File: src/rtl/mux8_rr_arbiter_pkg.sv
// Shared types and constants for the 8-source round-robin mux arbiter.
package mux8_rr_arbiter_pkg;

    localparam int unsigned N_SRC = 8;
    localparam int unsigned SEL_W = 3;

    typedef enum logic {
        ST_IDLE  = 1'b0,
        ST_GRANT = 1'b1
    } state_t;

    // Result of the circular priority search.
    typedef struct packed {
        logic             found;
        logic [SEL_W-1:0] idx;
    } pick_t;

endpackage

File: src/rtl/mux8_rr_arbiter_if.sv
// Request/grant/data bundle between the eight sources, the arbiter and the consumer.
interface mux8_rr_arbiter_if;
    import mux8_rr_arbiter_pkg::*;

    logic [N_SRC-1:0] req;
    logic [N_SRC-1:0] din;
    logic             ready;
    logic [N_SRC-1:0] gnt;
    logic [SEL_W-1:0] sel;
    logic             dout;
    logic             dout_valid;
    logic             busy;

    modport master (
        output req, din, ready,
        input  gnt, sel, dout, dout_valid, busy
    );

    modport slave (
        input  req, din, ready,
        output gnt, sel, dout, dout_valid, busy
    );

endinterface

File: src/rtl/mux8_rr_arbiter_sel.sv
// Combinational 8:1 single-bit select.
module mux8_sel
    import mux8_rr_arbiter_pkg::*;
(
    input  logic [N_SRC-1:0] din,
    input  logic [SEL_W-1:0] sel,
    output logic             y
);

    always_comb begin
        y = din[sel];
    end

endmodule

File: src/rtl/mux8_rr_arbiter.sv
// Round-robin arbiter driving the shared 8:1 mux select, with a per-grant beat limit
// and a registered data bit toward a single consumer.
module mux8_rr_arbiter
    import mux8_rr_arbiter_pkg::*;
#(
    parameter int unsigned MAX_HOLD = 4,
    parameter int unsigned HOLD_W   = 3
) (
    input  logic               clk,
    input  logic               rst_n,
    mux8_rr_arbiter_if.slave   bus
);

    state_t            state, state_n;
    logic [SEL_W-1:0]  ptr, ptr_n;
    logic [SEL_W-1:0]  sel_q, sel_n;
    logic [HOLD_W-1:0] hold_cnt, hold_n;
    logic [HOLD_W-1:0] hold_inc;
    logic [N_SRC-1:0]  own_mask;
    logic [N_SRC-1:0]  cand;
    logic              xfer;
    logic              at_limit;
    logic              others;
    logic              sel_bit;
    logic              dout_q;
    logic              dv_q;
    pick_t             srch;

    // First set bit of r, scanning circularly upward from start.
    function automatic pick_t rr_search(input logic [N_SRC-1:0] r,
                                        input logic [SEL_W-1:0] start);
        pick_t            res;
        logic [SEL_W-1:0] idx;
        res = '0;
        for (int unsigned i = 0; i < N_SRC; i++) begin
            idx = start + SEL_W'(i);
            if (!res.found && r[idx]) begin
                res.found = 1'b1;
                res.idx   = idx;
            end
        end
        return res;
    endfunction

    mux8_sel u_sel (
        .din (bus.din),
        .sel (sel_q),
        .y   (sel_bit)
    );

    always_comb begin
        own_mask = N_SRC'(1) << sel_q;
        xfer     = (state == ST_GRANT) && bus.req[sel_q] && bus.ready;
        hold_inc = hold_cnt + 1'b1;
        at_limit = xfer && (hold_inc == HOLD_W'(MAX_HOLD));
        others   = |(bus.req & ~own_mask);
    end

    always_comb begin
        state_n = state;
        ptr_n   = ptr;
        sel_n   = sel_q;
        hold_n  = hold_cnt;
        cand    = bus.req;
        srch    = '0;
        unique case (state)
            ST_IDLE: begin
                srch = rr_search(bus.req, ptr);
                if (srch.found) begin
                    state_n = ST_GRANT;
                    sel_n   = srch.idx;
                    hold_n  = '0;
                end
            end
            ST_GRANT: begin
                if (!bus.req[sel_q] || (at_limit && others)) begin
                    // Only a beat-limit release excludes the outgoing source from the search.
                    ptr_n = sel_q + 1'b1;
                    cand  = at_limit ? (bus.req & ~own_mask) : bus.req;
                    srch  = rr_search(cand, ptr_n);
                    if (srch.found) begin
                        sel_n  = srch.idx;
                        hold_n = '0;
                    end else begin
                        state_n = ST_IDLE;
                    end
                end else if (xfer) begin
                    hold_n = at_limit ? '0 : hold_inc;
                end
            end
            default: state_n = ST_IDLE;
        endcase
    end

    always_ff @(posedge clk or negedge rst_n) begin
        if (!rst_n) begin
            state    <= ST_IDLE;
            ptr      <= '0;
            sel_q    <= '0;
            hold_cnt <= '0;
        end else begin
            state    <= state_n;
            ptr      <= ptr_n;
            sel_q    <= sel_n;
            hold_cnt <= hold_n;
        end
    end

    always_ff @(posedge clk or negedge rst_n) begin
        if (!rst_n) begin
            dout_q <= 1'b0;
            dv_q   <= 1'b0;
        end else begin
            dv_q <= xfer;
            if (xfer) begin
                dout_q <= sel_bit;
            end
        end
    end

    always_comb begin
        bus.gnt        = (state == ST_GRANT) ? own_mask : '0;
        bus.sel        = sel_q;
        bus.dout       = dout_q;
        bus.dout_valid = dv_q;
        bus.busy       = (state == ST_GRANT);
    end

endmodule
File: src/flat_wrapper.sv
// flat-port wrapper written by rule: the top's interface ports become plain ports
module mux8_rr_arbiter_flat import mux8_rr_arbiter_pkg::*;
#(
    parameter int unsigned MAX_HOLD = 4,
    parameter int unsigned HOLD_W   = 3
)
  (clk, rst_n, bus_req, bus_din, bus_ready, bus_gnt, bus_sel, bus_dout, bus_dout_valid, bus_busy);
  mux8_rr_arbiter_if bus_i ();
  input  logic clk;
  input  logic rst_n;
  input wire logic [$bits(bus_i.req)-1:0] bus_req;
  input wire logic [$bits(bus_i.din)-1:0] bus_din;
  input wire logic [$bits(bus_i.ready)-1:0] bus_ready;
  output wire logic [$bits(bus_i.gnt)-1:0] bus_gnt;
  output wire logic [$bits(bus_i.sel)-1:0] bus_sel;
  output wire logic [$bits(bus_i.dout)-1:0] bus_dout;
  output wire logic [$bits(bus_i.dout_valid)-1:0] bus_dout_valid;
  output wire logic [$bits(bus_i.busy)-1:0] bus_busy;
  assign bus_i.req = bus_req;
  assign bus_i.din = bus_din;
  assign bus_i.ready = bus_ready;
  assign bus_gnt = bus_i.gnt;
  assign bus_sel = bus_i.sel;
  assign bus_dout = bus_i.dout;
  assign bus_dout_valid = bus_i.dout_valid;
  assign bus_busy = bus_i.busy;
  mux8_rr_arbiter #(.MAX_HOLD(MAX_HOLD), .HOLD_W(HOLD_W)) u_core (.clk(clk), .rst_n(rst_n), .bus(bus_i));
endmodule
File: config.mk
export PLATFORM = sky130hd
export DESIGN_NAME = mux8_rr_arbiter_flat
export DESIGN_NICKNAME = d
export VERILOG_FILES = /design/src/rtl/mux8_rr_arbiter_pkg.sv /design/src/rtl/mux8_rr_arbiter_if.sv /design/src/rtl/mux8_rr_arbiter_sel.sv /design/src/rtl/mux8_rr_arbiter.sv /design/src/flat_wrapper.sv
export SDC_FILE = /design/constraint.sdc
export NUM_CORES = 1
export LEC_CHECK = 0
export ABC_AREA = 1
export CORE_MARGIN = 5
export CORE_UTILIZATION = 35
export CTS_CLUSTER_DIAMETER = 120
export CTS_CLUSTER_SIZE = 16
export DETAILED_ROUTE_END_ITERATION = 10
export DONT_BUFFER_PORTS = 1
export SYNTH_ARGS = -nofsm -noshare
export SYNTH_HDL_FRONTEND = slang
export SYNTH_SLANG_ARGS = --single-unit
File: constraint.sdc
create_clock -name clk -period 3.4 [get_ports clk]
set_clock_uncertainty 0.05 [all_clocks]
set_input_delay 0.51 -clock clk [delete_from_list [all_inputs] [get_ports clk]]
set_output_delay 0.51 -clock clk [all_outputs]
set_load 0.1 [all_outputs]
# After elaboration in Yosys (flattened, before gate mapping)
# Cells that the tools add are included.
word_totals:
  input_bits: 19
  register_bits: 12
  elab_cells: 179
  output_inout_bits: 14
op_classes:
  n_shift: 1
  n_reduce_logical: 38
  n_lt_le_gt_ge: 17
  bitwise: 3
  addsub: 16
  muxes: 92
  eq_ne: 6
ops:
  columns: ["op", "n"]
  rows:
  - ["$mux 4", 40]
  - ["$lt 3x4->1 const B", 17]
  - ["$bmux 1 s3", 18]
  - ["$add 3x3->3 const B", 8]
  - ["$mux 3", 8]
  - ["$mux 1", 21]
  - ["$logic_and 1x1->1", 18]
  - ["$mux 8", 2]
  - ["$logic_not 1->1", 15]
  - ["$add 3x1->3 const B", 4]
  - ["$add 3x2->3 const B", 4]
  - ["$pmux 3 s2", 2]
  - ["$and 8x8->8", 1]
  - ["$not 8->8", 1]
  - ["$reduce_or 8->1", 1]
  - ["$shl 1x3->8 const A", 1]
  - ["$ne 2x2->1 const B", 3]
  - ["$ne 3x3->1 const B", 2]
  - ["$reduce_and 3->1", 2]
  - ["$eq 3x3->1 const B", 1]
  - ["$pmux 1 s2", 1]
  - ["$reduce_and 2->1", 1]
  - ["$logic_or 1x1->1", 1]
  - ["$not 1->1", 1]

# Longest topological paths before layout
# Gate-level depths: netlist of the first run.
depth:
  word_depth: 49
  mapped_depth: 21
  ltp_nobuf: 21

# Modules after synthesis
# From an unflattened synthesis of the first run, not the netlist that was laid out.
unflattened:
  hier_cells: 405
  hier_area_um2: 2210.9
by_module_without_submodules:
  columns: ["module", "seq_area_each_um2", "cells_each", "n_inst", "area_per_inst_um2"]
  rows:
  - ["mux8_rr_arbiter", 300.3, 377, 1, 2100.8]
  - ["mux8_sel", 0.0, 28, 1, 110.1]

# Least setup slack after synthesis of the first run
# Ideal clock, no wire load.
synth_path:
  kind: "reg-to-output"
  startpoint: "register u_core.state, in the netlist u_core.bus.busy"
  endpoint: "output bus_gnt[0]"
  stages_incl_launch_ff: 5
  required_ps: 2840
  t_arrival_ps: 3635
  slack_ps: -795
  path_buffers: 2
  path_cell_list: "dfrtp_1 -> buf_2 -> inv_1 -> clkbuf_1 -> nor3_1"
synth_between:
  elab_chain_len: 1
synth_rtl:
  columns: ["item", "line", "source"]
  rows:
  - ["start: declaration", "mux8_rr_arbiter.sv:14", "state_t state, state_n;"]
  - ["start signal: assignment", "mux8_rr_arbiter.sv:102", "state <= state_n;"]
  - ["$mux 8", "mux8_rr_arbiter.sv:122", "bus.gnt = (state == ST_GRANT) ? own_mask : '0;"]
  - ["end: declaration", "flat_wrapper.sv:14", "output wire logic [$bits(bus_i.gnt)-1:0] bus_gnt;"]
# No other way between the ends.

# Worst setup path after layout of the first run
layout_path:
  startpoint: "register u_core.sel_q[0], in the netlist u_core.bus.sel[0]"
  endpoint: "register u_core.sel_q[2], in the netlist u_core.bus.sel[2]"
layout_between:
  elab_chain_len: 49
layout_rtl:
  columns: ["item", "line", "source"]
  rows:
  - ["start: declaration", "mux8_rr_arbiter.sv:16", "logic [SEL_W-1:0] sel_q, sel_n;"]
  - ["start signal: assignment", "mux8_rr_arbiter.sv:104", "sel_q <= sel_n;"]
  - ["$bmux 1 s3", "mux8_rr_arbiter.sv:53, mux8_rr_arbiter.sv:76", null]
  - ["$mux 1 (not written as such)", "mux8_rr_arbiter.sv:53, mux8_rr_arbiter.sv:76", null]
  - ["$logic_and 1x1->1 (2 in a row)", "mux8_rr_arbiter.sv:53", "xfer = (state == ST_GRANT) && bus.req[sel_q] && bus.ready;"]
  - ["$logic_and 1x1->1", "mux8_rr_arbiter.sv:55", "at_limit = xfer && (hold_inc == HOLD_W'(MAX_HOLD));"]
  - ["$mux 8", "mux8_rr_arbiter.sv:79", "cand = at_limit ? (bus.req & ~own_mask) : bus.req;"]
  - ["$bmux 1 s3", "mux8_rr_arbiter.sv:37", "if (!res.found && r[idx]) begin"]
  - ["$mux 1 (not written as such)", "mux8_rr_arbiter.sv:37", null]
  - ["$mux 4", "mux8_rr_arbiter.sv:37", null]
  - ["[32 not listed]", null, null]
  - ["$logic_not 1->1", "mux8_rr_arbiter.sv:37", null]
  - ["$logic_and 1x1->1", "mux8_rr_arbiter.sv:37", null]
  - ["$mux 4", "mux8_rr_arbiter.sv:37", null]
  - ["$mux 4", "mux8_rr_arbiter.sv:76", "if (!bus.req[sel_q] || (at_limit && others)) begin"]
  - ["$mux 4", "mux8_rr_arbiter.sv:66", "unique case (state)"]
  - ["$mux 3", "mux8_rr_arbiter.sv:81", "if (srch.found) begin"]
  - ["$mux 3", "mux8_rr_arbiter.sv:76", null]
  - ["$pmux 3 s2", "mux8_rr_arbiter.sv:66", null]
# Parallel ways exist; a longest one is shown, timed or not. The select of a mux whose other input is x is not followed.
# A chain may end at the register's enable or synchronous reset.

==> out/qor_table.md, run 1 <==
| Item | Value | Unit |
|---|---|---|
| Share of the clock period used by the worst path | 88.0 | % |
| Horiz. Die Dim | 91.7 | µm |
| Clock transition at the register clock pins on the worst setup and hold paths after CTS | 0.06 | ns |
| Number of antenna-violating nets in the routed design | 0 | - |
| Sequential share of the synthesized area | 12.9 | % |
| Placed Instance Area | 2630 | µm² |
| Yosys warns | 0 | - |
| Clock latency reported for the late side of the worst-skew pair | 0.24 | ns |
| Buffers added on ports | 0 | - |
| R2R Path Start | u_core.bus.sel[0] | - |
| Share of async-settable or async-resettable flops after synthesis | 100 | % |
| Mux cell area share after synthesis | 0.429 | % |
| Number of DRC markers in iteration 0 | 158 | - |
| Post-cts resize count | 0 | - |
| Measured slew at the worst slew-check pin | 0.900 | ns |
| Simple-gate share of the synthesized area | 51.3 | % |
| Clock Tree Buf Depth | 2 | - |
| Post-CTS Repair Setup Buffers | 0 | - |
| Count of flip-flops with a built-in enable after synthesis | 0 | - |
| Number of distinct standard cells referenced by the synthesized netlist | 44 | - |
| Initial antenna violation count | 0 | - |
| Post-layout worst setup margin | 0.409 | ns |
| Post-Place Worst Slack | 0.468 | ns |
| Xor/xnor cell area share of the yosys netlist | 2.63 | % |
| Post-Synthesis Cells | 389 | - |
| Num CTS Buffers | 3 | - |
| Num rows | 29 | - |
| Biggest fanout along the worst timing path | 20 | - |
| Hold violation total from the final report | 0 | - |
| Type of the worst setup path | register to register | - |
| Per-instance average area after synthesis | 6.00 | µm² |
| Final estimated routing congestion in global placement | 0.879 | - |
| CTS tree | done | - |
| Detailed Route WL | 6.90 | mm |
| Terminus of the critical flop-to-flop path | u_core.bus.sel[2] | - |
| Area share of the largest cell type after synthesis | 16.2 | % |
| Compound-gate portion of the synthesized area | 14.4 | % |
| Slew Viols, Final | 0 | - |
| Number of failing setup endpoints in the final timing report | 0 | - |
| Most numerous cell types in the synthesized netlist | 101 x sky130_fd_sc_hd__nand2_1, 48 x sky130_fd_sc_hd__inv_1, 48 x sky130_fd_sc_hd__nand3_1 | - |
| Cell chosen for the clock root | sky130_fd_sc_hd__clkbuf_8 | - |
| Top FF cell, synth | sky130_fd_sc_hd__dfrtp_1 | - |
| Data required time at the worst endpoint | 3.49 | ns |
| Adder-cell share of the synthesized area | 6.43 | % |
| Number of global-route vias before repair | 2372 | - |
| Outcome | complete, no violations | - |
| Post-synthesis to final-layout area growth | 15.5 | % |
| Core Util, Final | 42.0 | % |
| Count of state elements after synthesis | 12 | - |
| Number of vias in the routed layout | 2538 | - |
| IO Pins | 33 | - |
| Worst hold-check path type | input pin to register | - |
| RSZ-0062 raised after global routing | false | - |
| Filler cell count in the final layout | 655 | - |
| Hold path startpoint | bus_ready | - |
| Slack of the worst reg-to-reg path | 0.41 | ns |
| Maximum level of the CTS H-tree | 1 | - |
| Die boundary height | 91.7 | µm |
| Largest net degree at the start of global routing | 21 | - |
| # DRC | 0 | - |
| Arrival @ worst endpoint | 3.08 | ns |
| Number of cell instances on the worst register-to-register path | 19 | - |
| Crit start category | register | - |
| Final layout net count | 432 | - |
| Tightest slew margin relative to the limit | 40.0 | % |
| Post-synthesis instance area | 2330 | µm² |
| Die area | 8400 | µm² |
| End point of the worst hold path | u_core.bus.dout_valid | - |
| Post-layout minimum cycle time | 2.99 | ns |
| Library cell with the largest summed area after synthesis | sky130_fd_sc_hd__nand2_1 | - |
| Number of sinks on the clock net | 12 | - |
| First-pass iteration count of the detailed router | 4 | - |
| Max capacitance violation total | 0 | - |
| Leading post-synthesis cells by cell area | sky130_fd_sc_hd__nand2_1 16%, sky130_fd_sc_hd__dfrtp_1 13%, sky130_fd_sc_hd__nand3_1 10% | - |
| Worst hold path depth | 2 | - |
| Total nets after synthesis | 420 | - |
| Critical Path Sink Type | register | - |
| Hold WS | 0.387 | ns |
| Total global routing track utilization | 16.5 | % |
| Average wire length per cell after detail routing | 14.5 | µm |
| DR vias/cell | 5.32 | - |
| Most repeated cell in the gate-level netlist after synthesis | sky130_fd_sc_hd__nand2_1 | - |
| Placed wire-length estimate | 5.74 | mm |
| Antenna diodes | 0 | - |
| Starting density of the core | 36.4 | % |
| Final design area excluding fillers | 2700 | µm² |
| Largest family of logic cells by synthesized area | simple AND/OR/NAND/NOR gates | - |
| Peak clock frequency supported by timing | 0.334 | GHz |
| Fraction of layout instances using a drive strength above 1 | 18.3 | % |
| Standard cell core area | 6420 | µm² |
| Leftover overflow at the end of global routing | 0 | - |
| Global-route wire length before repair | 11.5 | mm |
-- placed cells by master (no fill, tap or decap), types with 7 or more instances in the layout --
cell type,n
sky130_fd_sc_hd__buf_4,11
sky130_fd_sc_hd__ha_1,12
sky130_fd_sc_hd__dfrtp_1,10
sky130_fd_sc_hd__inv_1,48
sky130_fd_sc_hd__nand2_2,15
sky130_fd_sc_hd__nand3_2,9
sky130_fd_sc_hd__nand3_1,48
sky130_fd_sc_hd__o21ai_0,22
sky130_fd_sc_hd__nor2_1,35
sky130_fd_sc_hd__nand2_1,101
sky130_fd_sc_hd__a21oi_1,11
sky130_fd_sc_hd__nor3_2,7
-- state kept, by name, indices dropped and copies added (netlist names) --
| register | flops |
|---|---|
| u_core.bus.sel | 3 |
| u_core.hold_cnt | 3 |
| u_core.bus.busy | 1 |
| u_core.bus.dout | 1 |
| u_core.bus.dout_valid | 1 |
| u_core.ptr | 3 |
-- final cells by class --
cell class	instances	area, µm²	share of cell area (%)
clock buffer	4	55.1	2.04
inverter	51	191	7.10
multi-input combinational	314	1790	66.2
sequential	12	303	11.2
tap	77	96.3	3.57
timing repair buffer	19	265	9.84
-- metal layers --
metal,routed length [µm],vias to the layer above,global-route usage [%]
met3,499,4,4.01
li1,-,1299,-
met2,3090,70,27.2
met5,0,-,0
met4,36,0,3.02
met1,3280,1165,22.0
-- cell families after synthesis --
| group | Yosys count |
|---|---|
| XOR/XNOR | 7 |
| multiplexers | 1 |
| adder cells (fa/ha/maj) | 12 |
| AO/OA/AOI/OAI | 56 |
| flip-flops | 12 |
| AND/OR/NAND/NOR | 238 |
| buffers and inverters | 63 |
-- through the flow --
step | setup TNS [ns] | instances
detailed placement | 0 | 472
floorplan | -4.66 | 389
finish | 0 | 477
CTS | 0 | 477
global route | 0 | 477
global placement | 0 | 472
-- worst max path at each step --
stage	start	endpoint	slack (ns)	cells after the start
after floorplan	u_core.bus.busy	bus_gnt[0]	-0.80	4
after global placement	u_core.bus.sel[0]	u_core.bus.sel[2]	0.46	12
after detailed placement	u_core.bus.sel[0]	u_core.bus.sel[2]	0.47	12
after CTS	u_core.bus.sel[0]	u_core.bus.sel[2]	0.47	12
after global routing	u_core.bus.sel[0]	u_core.bus.sel[2]	0.17	19
final	u_core.bus.sel[0]	u_core.bus.sel[2]	0.41	19
-- critical path: stages (launching register included) --
cell and delay [ns]:
sky130_fd_sc_hd__dfrtp_2 0.54, sky130_fd_sc_hd__inv_2 0.24, sky130_fd_sc_hd__nand2_1 0.12, sky130_fd_sc_hd__nand3_1 0.07
sky130_fd_sc_hd__nand2_1 0.08, sky130_fd_sc_hd__nand2_1 0.06, sky130_fd_sc_hd__nand2_2 0.09, sky130_fd_sc_hd__nand4_4 0.21
sky130_fd_sc_hd__nand2_2 0.15, sky130_fd_sc_hd__nand3_1 0.10, sky130_fd_sc_hd__nand3_1 0.16, sky130_fd_sc_hd__nand2_1 0.08
sky130_fd_sc_hd__nand2_1 0.06, sky130_fd_sc_hd__nand2_1 0.11, sky130_fd_sc_hd__nand3_1 0.13, sky130_fd_sc_hd__nor2_1 0.06
sky130_fd_sc_hd__a211oi_1 0.29, sky130_fd_sc_hd__nand4_1 0.15, sky130_fd_sc_hd__nand2_1 0.08, sky130_fd_sc_hd__nand2_1 0.04
-- repair_timing --
item / in CTS / in global routing
hold buffers: 1 / 0
endpoints found under the hold margin: 12 / 0
setup endpoints to repair: 0 / 0
Power of run 1 is left out: the tool's default activity adds up to more than one toggle a clock period on the data nets, which glitch-free logic cannot reach.
==> inputs of run 2 (changes only) <==
Settings changed: CAP_MARGIN from default to 20.
==> results of run 2 <==
Final layout, timing and power as in run 1 (identical DEF).
Power of run 2 is left out for the same reason.
==> inputs of run 3 (changes only) <==
Settings changed: CTS_BUF_LIST from default to sky130_fd_sc_hd__clkbuf_8.
==> results of run 3 <==
Final layout, timing and power as in run 1 (identical DEF).
Power of run 3 is left out for the same reason.
